`config.mk`:
```
export PLATFORM = sky130hd
export DESIGN_NAME = draw_ball
export DESIGN_NICKNAME = d
export VERILOG_FILES = /design/src/rtl/draw_ball.sv
export SDC_FILE = /design/constraint.sdc
export NUM_CORES = 1
export LEC_CHECK = 0
export CELL_PAD_IN_SITES_DETAIL_PLACEMENT = 0
export CELL_PAD_IN_SITES_GLOBAL_PLACEMENT = 1
export CORE_MARGIN = 2
export CORE_UTILIZATION = 46
export DETAILED_ROUTE_END_ITERATION = 7
export PLACE_DENSITY = 0.93
export SYNTH_ARGS = -nofsm -noshare
export SYNTH_HDL_FRONTEND = slang
export SYNTH_SLANG_ARGS = --single-unit
```
`constraint.sdc`:
```
create_clock -name clock -period 4.5 [get_ports clock]
set_clock_uncertainty 0.05 [all_clocks]
set_input_delay 0.675 -clock clock [delete_from_list [all_inputs] [get_ports clock]]
set_output_delay 0.675 -clock clock [all_outputs]
set_load 0.02 [all_outputs]
```
`src/rtl/draw_ball.sv`:
```
// ---------------------------------------------------------------------------
// draw_ball
// Redraws a square ball of BALL_SIZE x BALL_SIZE pixels on a VGA frame
// buffer. When a new ball position is announced, the ball at the previously
// drawn position is first erased with BG_COLOUR, then drawn at the new
// position with BALL_COLOUR, one pixel per enabled clock cycle.
//
// Ports
//   clock       : single clock, all state on its rising edge
//   resetn      : asynchronous active-low reset
//   enable      : when low, FSM/offsets/drawDone hold and plot is forced low
//   ballSolved  : one-cycle pulse, xBallIn/yBallIn hold a new position
//   xBallIn     : new ball top-left column (8 bits)
//   yBallIn     : new ball top-left row (7 bits)
//   x, y        : registered pixel address to the VGA adapter
//   colour      : registered pixel colour
//   plot        : registered write strobe for (x, y, colour)
//   drawDone    : one-cycle pulse when a full redraw completes
//   busy        : high whenever the FSM is not idle
// ---------------------------------------------------------------------------
module draw_ball #(
    parameter int unsigned BALL_SIZE   = 2,
    parameter logic [2:0]  BALL_COLOUR = 3'b111,
    parameter logic [2:0]  BG_COLOUR   = 3'b000,
    parameter int unsigned X_MAX       = 159,
    parameter int unsigned Y_MAX       = 119
) (
    input  logic       clock,
    input  logic       resetn,
    input  logic       enable,
    input  logic       ballSolved,
    input  logic [7:0] xBallIn,
    input  logic [6:0] yBallIn,
    output logic [7:0] x,
    output logic [6:0] y,
    output logic [2:0] colour,
    output logic       plot,
    output logic       drawDone,
    output logic       busy
);

    localparam logic [1:0] S_IDLE  = 2'd0;
    localparam logic [1:0] S_ERASE = 2'd1;
    localparam logic [1:0] S_DRAW  = 2'd2;
    localparam logic [1:0] S_DONE  = 2'd3;

    // Offsets run 0..BALL_SIZE-1, BALL_SIZE is at most 4.
    localparam logic [1:0] OFF_LAST = 2'(BALL_SIZE - 1);
    // Visibility limits at the widened pixel-address width.
    localparam logic [8:0] X_LIM    = 9'(X_MAX);
    localparam logic [7:0] Y_LIM    = 8'(Y_MAX);

    logic [1:0] state_q,     state_d;
    logic [1:0] dx_q,        dx_d;
    logic [1:0] dy_q,        dy_d;
    logic [7:0] new_x_q,     new_x_d;
    logic [6:0] new_y_q,     new_y_d;
    logic [7:0] old_x_q,     old_x_d;
    logic [6:0] old_y_q,     old_y_d;
    logic       has_drawn_q, has_drawn_d;
    logic       pend_q,      pend_d;
    logic [7:0] pend_x_q,    pend_x_d;
    logic [6:0] pend_y_q,    pend_y_d;
    logic [7:0] x_q,         x_d;
    logic [6:0] y_q,         y_d;
    logic [2:0] colour_q,    colour_d;
    logic       plot_q,      plot_d;
    logic       done_q,      done_d;
    logic       busy_q,      busy_d;

    logic [7:0] base_x_s;
    logic [6:0] base_y_s;
    logic [8:0] px_s;
    logic [7:0] py_s;
    logic       last_s;
    logic       start_s;

    // Next-state logic: FSM, offset stepping, position bookkeeping and outputs.
    always_comb begin
        state_d     = state_q;
        dx_d        = dx_q;
        dy_d        = dy_q;
        new_x_d     = new_x_q;
        new_y_d     = new_y_q;
        old_x_d     = old_x_q;
        old_y_d     = old_y_q;
        has_drawn_d = has_drawn_q;
        pend_d      = pend_q;
        pend_x_d    = pend_x_q;
        pend_y_d    = pend_y_q;
        x_d         = x_q;
        y_d         = y_q;
        colour_d    = colour_q;
        plot_d      = 1'b0;
        done_d      = done_q;
        start_s     = 1'b0;

        // ERASE walks the old square, every other state the new one.
        if (state_q == S_ERASE) begin
            base_x_s = old_x_q;
            base_y_s = old_y_q;
        end else begin
            base_x_s = new_x_q;
            base_y_s = new_y_q;
        end
        // Widened so a square hanging off the right/bottom edge never wraps.
        px_s   = {1'b0, base_x_s} + {7'd0, dx_q};
        py_s   = {1'b0, base_y_s} + {6'd0, dy_q};
        last_s = (dx_q == OFF_LAST) && (dy_q == OFF_LAST);

        // Any request that cannot start right now is parked; newest wins.
        if (ballSolved && !((state_q == S_IDLE) && enable)) begin
            pend_d   = 1'b1;
            pend_x_d = xBallIn;
            pend_y_d = yBallIn;
        end else begin
            pend_d   = pend_d;
        end

        if (enable) begin
            done_d = 1'b0;
            case (state_q)
                S_IDLE: begin
                    if (ballSolved) begin
                        new_x_d = xBallIn;
                        new_y_d = yBallIn;
                        pend_d  = 1'b0;
                        start_s = 1'b1;
                    end else if (pend_q) begin
                        new_x_d = pend_x_q;
                        new_y_d = pend_y_q;
                        pend_d  = 1'b0;
                        start_s = 1'b1;
                    end else begin
                        start_s = 1'b0;
                    end
                    if (start_s) begin
                        dx_d    = 2'd0;
                        dy_d    = 2'd0;
                        state_d = has_drawn_q ? S_ERASE : S_DRAW;
                    end else begin
                        state_d = S_IDLE;
                    end
                end
                S_ERASE, S_DRAW: begin
                    x_d      = px_s[7:0];
                    y_d      = py_s[6:0];
                    colour_d = (state_q == S_ERASE) ? BG_COLOUR : BALL_COLOUR;
                    plot_d   = (px_s <= X_LIM) && (py_s <= Y_LIM);
                    // dx is the fast index, dy advances when dx wraps.
                    if (dx_q == OFF_LAST) begin
                        dx_d = 2'd0;
                        dy_d = dy_q + 2'd1;
                    end else begin
                        dx_d = dx_q + 2'd1;
                    end
                    if (last_s) begin
                        dy_d    = 2'd0;
                        state_d = (state_q == S_ERASE) ? S_DRAW : S_DONE;
                    end else begin
                        state_d = state_q;
                    end
                end
                S_DONE: begin
                    done_d      = 1'b1;
                    old_x_d     = new_x_q;
                    old_y_d     = new_y_q;
                    has_drawn_d = 1'b1;
                    state_d     = S_IDLE;
                end
                default: begin
                    state_d = S_IDLE;
                end
            endcase
        end else begin
            state_d = state_q;
        end

        busy_d = (state_d != S_IDLE);
    end

    // State and output registers with asynchronous active-low reset.
    always_ff @(posedge clock or negedge resetn) begin
        if (!resetn) begin
            state_q     <= S_IDLE;
            dx_q        <= 2'd0;
            dy_q        <= 2'd0;
            new_x_q     <= 8'd0;
            new_y_q     <= 7'd0;
            old_x_q     <= 8'd0;
            old_y_q     <= 7'd0;
            has_drawn_q <= 1'b0;
            pend_q      <= 1'b0;
            pend_x_q    <= 8'd0;
            pend_y_q    <= 7'd0;
            x_q         <= 8'd0;
            y_q         <= 7'd0;
            colour_q    <= 3'd0;
            plot_q      <= 1'b0;
            done_q      <= 1'b0;
            busy_q      <= 1'b0;
        end else begin
            state_q     <= state_d;
            dx_q        <= dx_d;
            dy_q        <= dy_d;
            new_x_q     <= new_x_d;
            new_y_q     <= new_y_d;
            old_x_q     <= old_x_d;
            old_y_q     <= old_y_d;
            has_drawn_q <= has_drawn_d;
            pend_q      <= pend_d;
            pend_x_q    <= pend_x_d;
            pend_y_q    <= pend_y_d;
            x_q         <= x_d;
            y_q         <= y_d;
            colour_q    <= colour_d;
            plot_q      <= plot_d;
            done_q      <= done_d;
            busy_q      <= busy_d;
        end
    end

    assign x        = x_q;
    assign y        = y_q;
    assign colour   = colour_q;
    assign plot     = plot_q;
    assign drawDone = done_q;
    assign busy     = busy_q;

endmodule
```
After elaboration in Yosys (flattened, before gate mapping)
Index checks and enable logic that the tools add are counted.

cells by class
  add/subtract/negate cells = 4
  magnitude comparators = 2
  eq/ne operators = 7
  mux-type cells = 31
  reductions and logical operators = 15

operators by type and width
  cell                 count
  $mux 8               3
  $mux 7               3
  $mux 2               8
  $mux 1               13
  $add 8x2->9          1
  $le 9x8->1 const B   1
  $add 7x2->8          1
  $le 8x7->1 const B   1
  $pmux 2 s2           2
  $eq 2x1->1 const B   3
  $pmux 2 s3           1
  $reduce_and 3->1     2
  $reduce_bool 2->1    3
  $add 2x1->2 const B  2
  $eq 2x2->1 const B   2
  $logic_and 1x1->1    4
  $reduce_and 2->1     2
  $reduce_and 4->1     1
  $mux 3               1
  $ne 3x3->1 const B   1
  $logic_not 2->1      1
  $ne 2x1->1 const B   1
  $reduce_or 2->1      1
  $logic_not 1->1      1

storage, ports and cells
  register bits after elaboration = 74
  input port bits = 19
  output and inout port bits = 21
  logic and storage cells = 76

Logic depth before layout (Yosys ltp)
Gate-level depths: netlist of run 1.

  depth in word-level cells = 9
  mapped depth = 13

Least setup slack after synthesis of run 1
OpenSTA, ideal clock, no wires.

  kind = register -> register
  start = reg state_q[0]
  end = reg plot_q, in the netlist plot
  data arrival time = 2.589 ns
  data required time = 4.354 ns
  setup slack = 1.765 ns
  cell stages (with the launch flop) = 13
  path buffers = 3
  path through = dfrtp_1 -> ha_1 -> buf_6 -> buf_6 -> buf_2 -> mux2_2 -> ha_1 -> inv_1 -> fa_1 -> nor3_1 -> nor4_1 -> o211a_1 -> nor4_2

on the way
  cells in the longest elaborated chain, start to end = 7

RTL lines
  what                                        line      RTL
  start: declaration                          53        logic [1:0] state_q, state_d;
  start signal: assignment                    203       state_q <= state_d;
  $eq 2x1->1                                  99, 122
  $mux 8 or $mux 7 (tied branches)            99        if (state_q == S_ERASE) begin
  $add 8x2->9 or $add 7x2->8 (tied branches)  107, 108
  $le 9x8->1 or $le 8x7->1 (tied branches)    149       plot_d = (px_s <= X_LIM) && (py_s <= Y_LIM);
  $logic_and 1x1->1                           149
  $mux 1 *                                    122       case (state_q)
  $mux 1 *                                    120       if (enable) begin
  via plot_d                                  67        logic plot_q, plot_d;
  end signal: assignment                      217       plot_q <= plot_d;
  end: declaration                            67

Mark *: on every way through the listed nets, which the timed path passes. The rest lies on a longest branch.
A chain may end at the register's enable or synchronous reset.

Worst setup path in the final report of run 1
  start = reg state_q[1]
  end = reg plot_q, in the netlist plot

The elaborated chain is that of the path after synthesis.

==> results of run 1 <==
-- power groups by stage --
stage / combinational [mW] / clock, mW / sequential (mW)
CTS: 1.05 / 0.605 / 1.04
floorplan: 0.687 / 0 / 1.09
global route: 1.16 / 0.636 / 1.08
global placement: 1.01 / 0 / 1.04
finish: 1.04 / 0.594 / 1.04
detailed placement: 1.04 / 0 / 1.06
-- sequential cells by signal, indices dropped and copies added, names as in the netlist --
register / count
new_y_q: 7
dx_q: 2
y: 7
pend_q: 1
has_drawn_q: 1
drawDone: 1
new_x_q: 8
dy_q: 2
plot: 1
busy: 1
pend_x_q: 8
pend_y_q: 7
old_y_q: 7
old_x_q: 8
x: 8
colour: 1
state_q: 2
-- path summary, 6_finish.rpt --
kind,cells past startpoint,start,to
max in group asynchronous,2,resetn,x[0]$_DFFE_PN0P_
setup reg to reg,11,state_q[1]$_DFF_PN0_,plot$_DFF_PN0_
hold reg to reg,2,x[1]$_DFFE_PN0P_,x[1]$_DFFE_PN0P_
setup / recovery,11,state_q[1]$_DFF_PN0_,plot$_DFF_PN0_
min in group asynchronous,1,resetn,pend_x_q[0]$_DFFE_PN0P_
hold / removal,2,x[1]$_DFFE_PN0P_,x[1]$_DFFE_PN0P_
-- cell families (layout without fill, tap and decap cells) --
kind of cell | after synthesis | count (layout) | synth area share (%)
DFF | 72 | 72 | 50.62
and+or+nand+nor | 72 | 72 | 10.09
muxes | 64 | 64 | 19.61
AOI/OAI and AO/OA | 59 | 59 | 9.666
buffers and inverters | 28 | 70 | 3.726
xor gates and xnor gates | 11 | 11 | 2.706
adders and majority gates | 9 | 9 | 3.585
-- worst min-delay path: cells and delay by family, from the launching register on --
family,cells,cell delay [ns]
compound gates,1,0.06
simple gates,1,0.05
flops,1,0.34
-- layer usage --
layer | GRT usage, % | vias to the layer above | part of all wire, %
met5 | 0 | - | 0
met1 | 23.50 | 1091 | 51
met3 | 3.944 | 7 | 4.4
li1 | - | 1185 | -
met2 | 23.10 | 55 | 43
met4 | 7.090 | 0 | 1.5
-- area by class of cell --
type / instances / area, um^2
flip-flops and latches: 72 / 1802
clock inverters: 4 / 75.07
fillers: 692 / 3356
well taps: 102 / 127.6
multi-input cells: 215 / 1625
repair buffers: 43 / 415.4
inverters: 11 / 41.29
clock buffers: 12 / 165.2
-- synthesized netlist by cell type (3+ instances only) --
| cell | number | area, um^2 |
|---|---|---|
| dfrtp_1 | 72 | 1802 |
| mux2_2 | 40 | 450.4 |
| nand2_1 | 39 | 146.4 |
| o21ai_0 | 38 | 190.2 |
| mux2i_1 | 22 | 220.2 |
| inv_1 | 11 | 41.29 |
| clkbuf_1 | 9 | 33.78 |
| nor2_1 | 9 | 33.78 |
| a21oi_1 | 7 | 35.03 |
| ha_1 | 7 | 87.58 |
| xor2_1 | 6 | 52.55 |
| nand3_1 | 5 | 25.02 |
| xnor2_1 | 5 | 43.79 |
| buf_2 | 4 | 20.02 |
| nand2b_1 | 3 | 18.77 |
==> impl_metrics.tcl, run 1 <==
set metrics [dict create \
    status "completed" \
    critPathArrivalTime_ns 3.01 \
    start_util_pct 46.79 \
    synth_edf_count 0 \
    dpl_worst_slack_ns 1.540 \
    design.die.area_um2 8458 \
    criticalPathCategory "reg -> reg" \
    drc 0 \
    die_y_um 91.97 \
    stdcell_count 459 \
    nets 380 \
    dp.cells 443 \
    areaGrowthSynthToFinish_pct 19.44 \
    fin_util_pct 55.89 \
    cts_hold_buf 0 \
    drt_wl_total_um 6159 \
    synth.cell_area_um2 3560 \
    ant_nets 0 \
    clk_latency_ns 0.35 \
    place.gp.congestion 0.8198 \
    place_area_um2 4011 \
    io_buffers 39 \
    switching_share_pct 35.20 \
    grt_first_pass_wirelength_um 10600 \
    critPathLaunchType "flip-flop" \
    worst-path-buf-inv 3 \
    cp_top_family "adder cells" \
    hold_viol 0 \
    firstDrtPassIters 5 \
    seq_area_frac_synth_pct 50.62 \
    pwr-share-seq_pct 39.0 \
    ys.flop_type "dfrtp_1" \
    internal-power_mw 1.734 \
    cp-end-kind "flip-flop" \
    grt_max_degree 46 \
    maxCapViolCount 0 \
    p_leak_nw 1.888 \
    async_reset_ff_share_pct 100.0 \
    h-tree-depth 3 \
    hold_class "reg -> reg" \
    clk_pin_slew_worst_paths_ns 0.07 \
    cts_sinks 72 \
    r2r_slack_ns 1.68 \
    combPwrFrac_pct 38.8 \
    setup_ws_ns 1.681 \
    cp_cell_sequence "inv_1 -> ha_1 -> buf_4 -> mux2_2 -> ha_1 -> inv_1 -> fa_1 -> nor2_1 -> nand4bb_1 -> a21oi_1 -> nor4_2" \
    setup_tns_ns 0 \
    syn_avg_cell_area_um2 11.30 \
    syn-num-nets 343 \
    diodes 0 \
    switchingPower_uw 942.1 \
    final.period_utilization_pct 62.65 \
    post_route_cells_drive_above_1_share_pct 19.33 \
    tightest_slew_ns 0.9814 \
    cp_slowest_cell "fa_1" \
    power.total_mw 2.676 \
    synth-seq-cells 72 \
    clockBufferDepth 2 \
    max_stage_delay_ns 0.46 \
    cts_tree "built" \
    wl_per_cell_um 13.42 \
    ios 40 \
    peakVddDrop_uv 265.1 \
    period_needed_ns 2.819 \
    critPathMaxFanout 22 \
    vias 2338 \
    slew_headroom_pct 34.57 \
    final_area_um2 4252 \
    ctsResizeCount 0 \
    holdWs_ns 0.4307 \
    viasPerCell 5.094 \
    core-area_um2 7607 \
    grt_usage_pct 16.19 \
    fp-row-count 32 \
    overflow 0 \
    max_freq_mhz 354.7 \
    maxSlewViolCount 0 \
    die_width_um 91.97 \
    synthCells 315 \
    root_buffer "clkbuf_8" \
    synth_cell_types 42 \
    required_ns 4.69 \
    pwr_density_cell_nw_per_um2 629.5 \
    dr.first_iter.drc_count 106 \
    antenna_found_initial 0 \
    place_hpwl_um 4431 \
    grt_pass1_vias 2194 \
    layout_common_cells "dfrtp_1 (72), mux2_2 (40), nand2_1 (39), o21ai_0 (38), clkdlybuf4s50_1 (38)" \
    rsz0062_at_grt "no" \
    cts_made_buffers 9 \
    p_clk_share_pct 22.2 \
    yosys_warnings 0 \
    final_common_cell "dfrtp_1" \
    setup_viol 0 \
    post_cts_buffers 0 \
]
Note: power is estimated with default switching activity, not from simulation.
==> run 2, diff against run 1 <==
CORE_UTILIZATION = 45   (was 46)
PLACE_DENSITY = 0.92   (was 0.93)
clock period = 2.6 ns   (was 4.5 ns; I/O delays follow)
==> impl_metrics.tcl, run 2 (same netlist as run 1, synthesis figures left out) <==
set metrics [dict create \
    place.gp.congestion 0.8615 \
    critPathLaunchType "flip-flop" \
    holdPathStages 2 \
    layout_common_cells "dfrtp_1 (72), mux2_2 (40), nand2_1 (39), o21ai_0 (38), clkdlybuf4s50_1 (38)" \
    max_freq_mhz 406.5 \
    final_area_um2 4345 \
    post_cts_buffers 0 \
    multiInputGateArea_um2 1645 \
    maxSlewViolCount 0 \
    dr.first_iter.drc_count 99 \
    overflow 0 \
    stdcell_count 465 \
    areaGrowthSynthToFinish_pct 22.07 \
    tightest_slew_ns 0.4515 \
    period_needed_ns 2.460 \
    criticalPathCategory "reg -> reg" \
    diodes 0 \
    rsz0062_at_grt "no" \
    cts_tree "built" \
    pwr_density_cell_nw_per_um2 1100 \
    crit_path_frequent_cell "inv_1" \
    ios 40 \
    startpoint "state_q[1]$_DFF_PN0_" \
    r2r_start "state_q[1]$_DFF_PN0_" \
    grt_max_degree 34 \
    fillCellCount 681 \
    cts_sinks 72 \
    wl_per_cell_um 13.71 \
    dpl_worst_slack_ns 0.02868 \
    slew_headroom_pct 69.31 \
    grt_usage_pct 16.99 \
    seq_area_um2 1802 \
    peakVddDrop_uv 495.8 \
    core-area_um2 7687 \
    place_hpwl_um 4703 \
    p_leak_nw 1.932 \
    post_route_cells_drive_above_1_share_pct 21.21 \
    critPathMaxFanout 7 \
    grt_first_pass_wirelength_um 11450 \
    max_stage_delay_ns 0.40 \
    design.die.area_um2 8638 \
    hold_viol 0 \
    cts_made_buffers 9 \
    clockBufferDepth 2 \
    die_y_um 92.94 \
    critPathArrivalTime_ns 2.66 \
    viasPerCell 5.209 \
    clk_latency_ns 0.35 \
    cp_slowest_cell "dfrtp_1" \
    start_util_pct 46.31 \
    setup_viol 0 \
    antenna_found_initial 0 \
    required_ns 2.80 \
    power.total_mw 4.781 \
    nets 386 \
    h-tree-depth 3 \
    place_area_um2 4069 \
    hold_start "x[2]$_DFFE_PN0P_" \
    fp-row-count 32 \
    root_buffer "clkbuf_8" \
    die_width_um 92.94 \
    setup_tns_ns 0 \
    dp.cells 448 \
    drt_wl_total_um 6373 \
    final_common_cell "dfrtp_1" \
    cp-end-kind "flip-flop" \
    vias 2422 \
    clk_pin_slew_worst_paths_ns 0.07 \
    setup_ws_ns 0.1401 \
    ant_nets 0 \
    reg2reg_depth 10 \
    firstDrtPassIters 4 \
    status "completed" \
    grt_pass1_vias 2384 \
    final.period_utilization_pct 94.61 \
    drc 0 \
    hold_class "reg -> reg" \
    cp_cell_sequence "inv_1 -> ha_4 -> mux2_2 -> ha_1 -> inv_1 -> fa_2 -> o21a_1 -> nor4_1 -> o211a_1 -> nor4_2" \
    io_buffers 39 \
    maxCapViolCount 0 \
]
-- run 2: area by class of cell --
class                      count  area share, %
clock buffer                  11          3.484
clock inverter                 5          2.361
inverter                      11         0.9502
multi-input combinational    215          37.86
sequential                    72          41.46
tap                          102          2.937
timing repair buffer          49          10.94
-- run 2: critical path: cells and delay by family, from the launching register on --
family                     cells  cell delay, ns
AOI/OAI and AO/OA              2            0.38
and+or+nand+nor                2            0.31
adders and majority gates      3            0.67
buffers and inverters          2            0.20
DFF                            1            0.40
muxes                          1            0.35
-- run 2: where the power goes --
part	leakage [nW]	total, mW	switching, mW	internal [mW]
logic	0.899	1.85	0.952	0.902
clock network	0.126	1.11	0.421	0.688
registers	0.908	1.82	0.301	1.52
total	1.93	4.78	1.67	3.11
-- run 2: metal layers --
| metal | routed length, um | vias to the layer above | global-route usage [%] | share of wire, % |
|---|---|---|---|---|
| li1 | - | 1186 | - | - |
| met1 | 3221 | 1180 | 24.43 | 51 |
| met2 | 2806 | 46 | 25.18 | 44 |
| met3 | 260 | 10 | 4.394 | 4.1 |
| met4 | 84 | 0 | 5.515 | 1.3 |
| met5 | 0 | - | 0 | 0 |
-- run 2: through the flow --
stage               util, %  hold slack, ns
global placement      52.93          0.3149
CTS                   56.36          0.4400
detailed placement    52.93          0.3232
global route          56.53          0.4673
finish                56.53          0.4319
floorplan                 -         0.04441
-- run 2: final timing paths --
check / end / slack, ns
min reg2reg: x[2]$_DFFE_PN0P_ / 0.43
max: plot$_DFF_PN0_ / 0.14
max in group asynchronous: y[5]$_DFFE_PN0P_ / 1.38
min: x[2]$_DFFE_PN0P_ / 0.43
max reg2reg: plot$_DFF_PN0_ / 0.14
min in group asynchronous: pend_y_q[5]$_DFFE_PN0P_ / 0.47
-- run 2: what timing repair did --
action / in CTS / in global routing
endpoints found under the hold margin: 17 / 0
endpoints found under the setup margin: 0 / 5
resized for setup: 0 / 2
hold buffers: 1 / 0
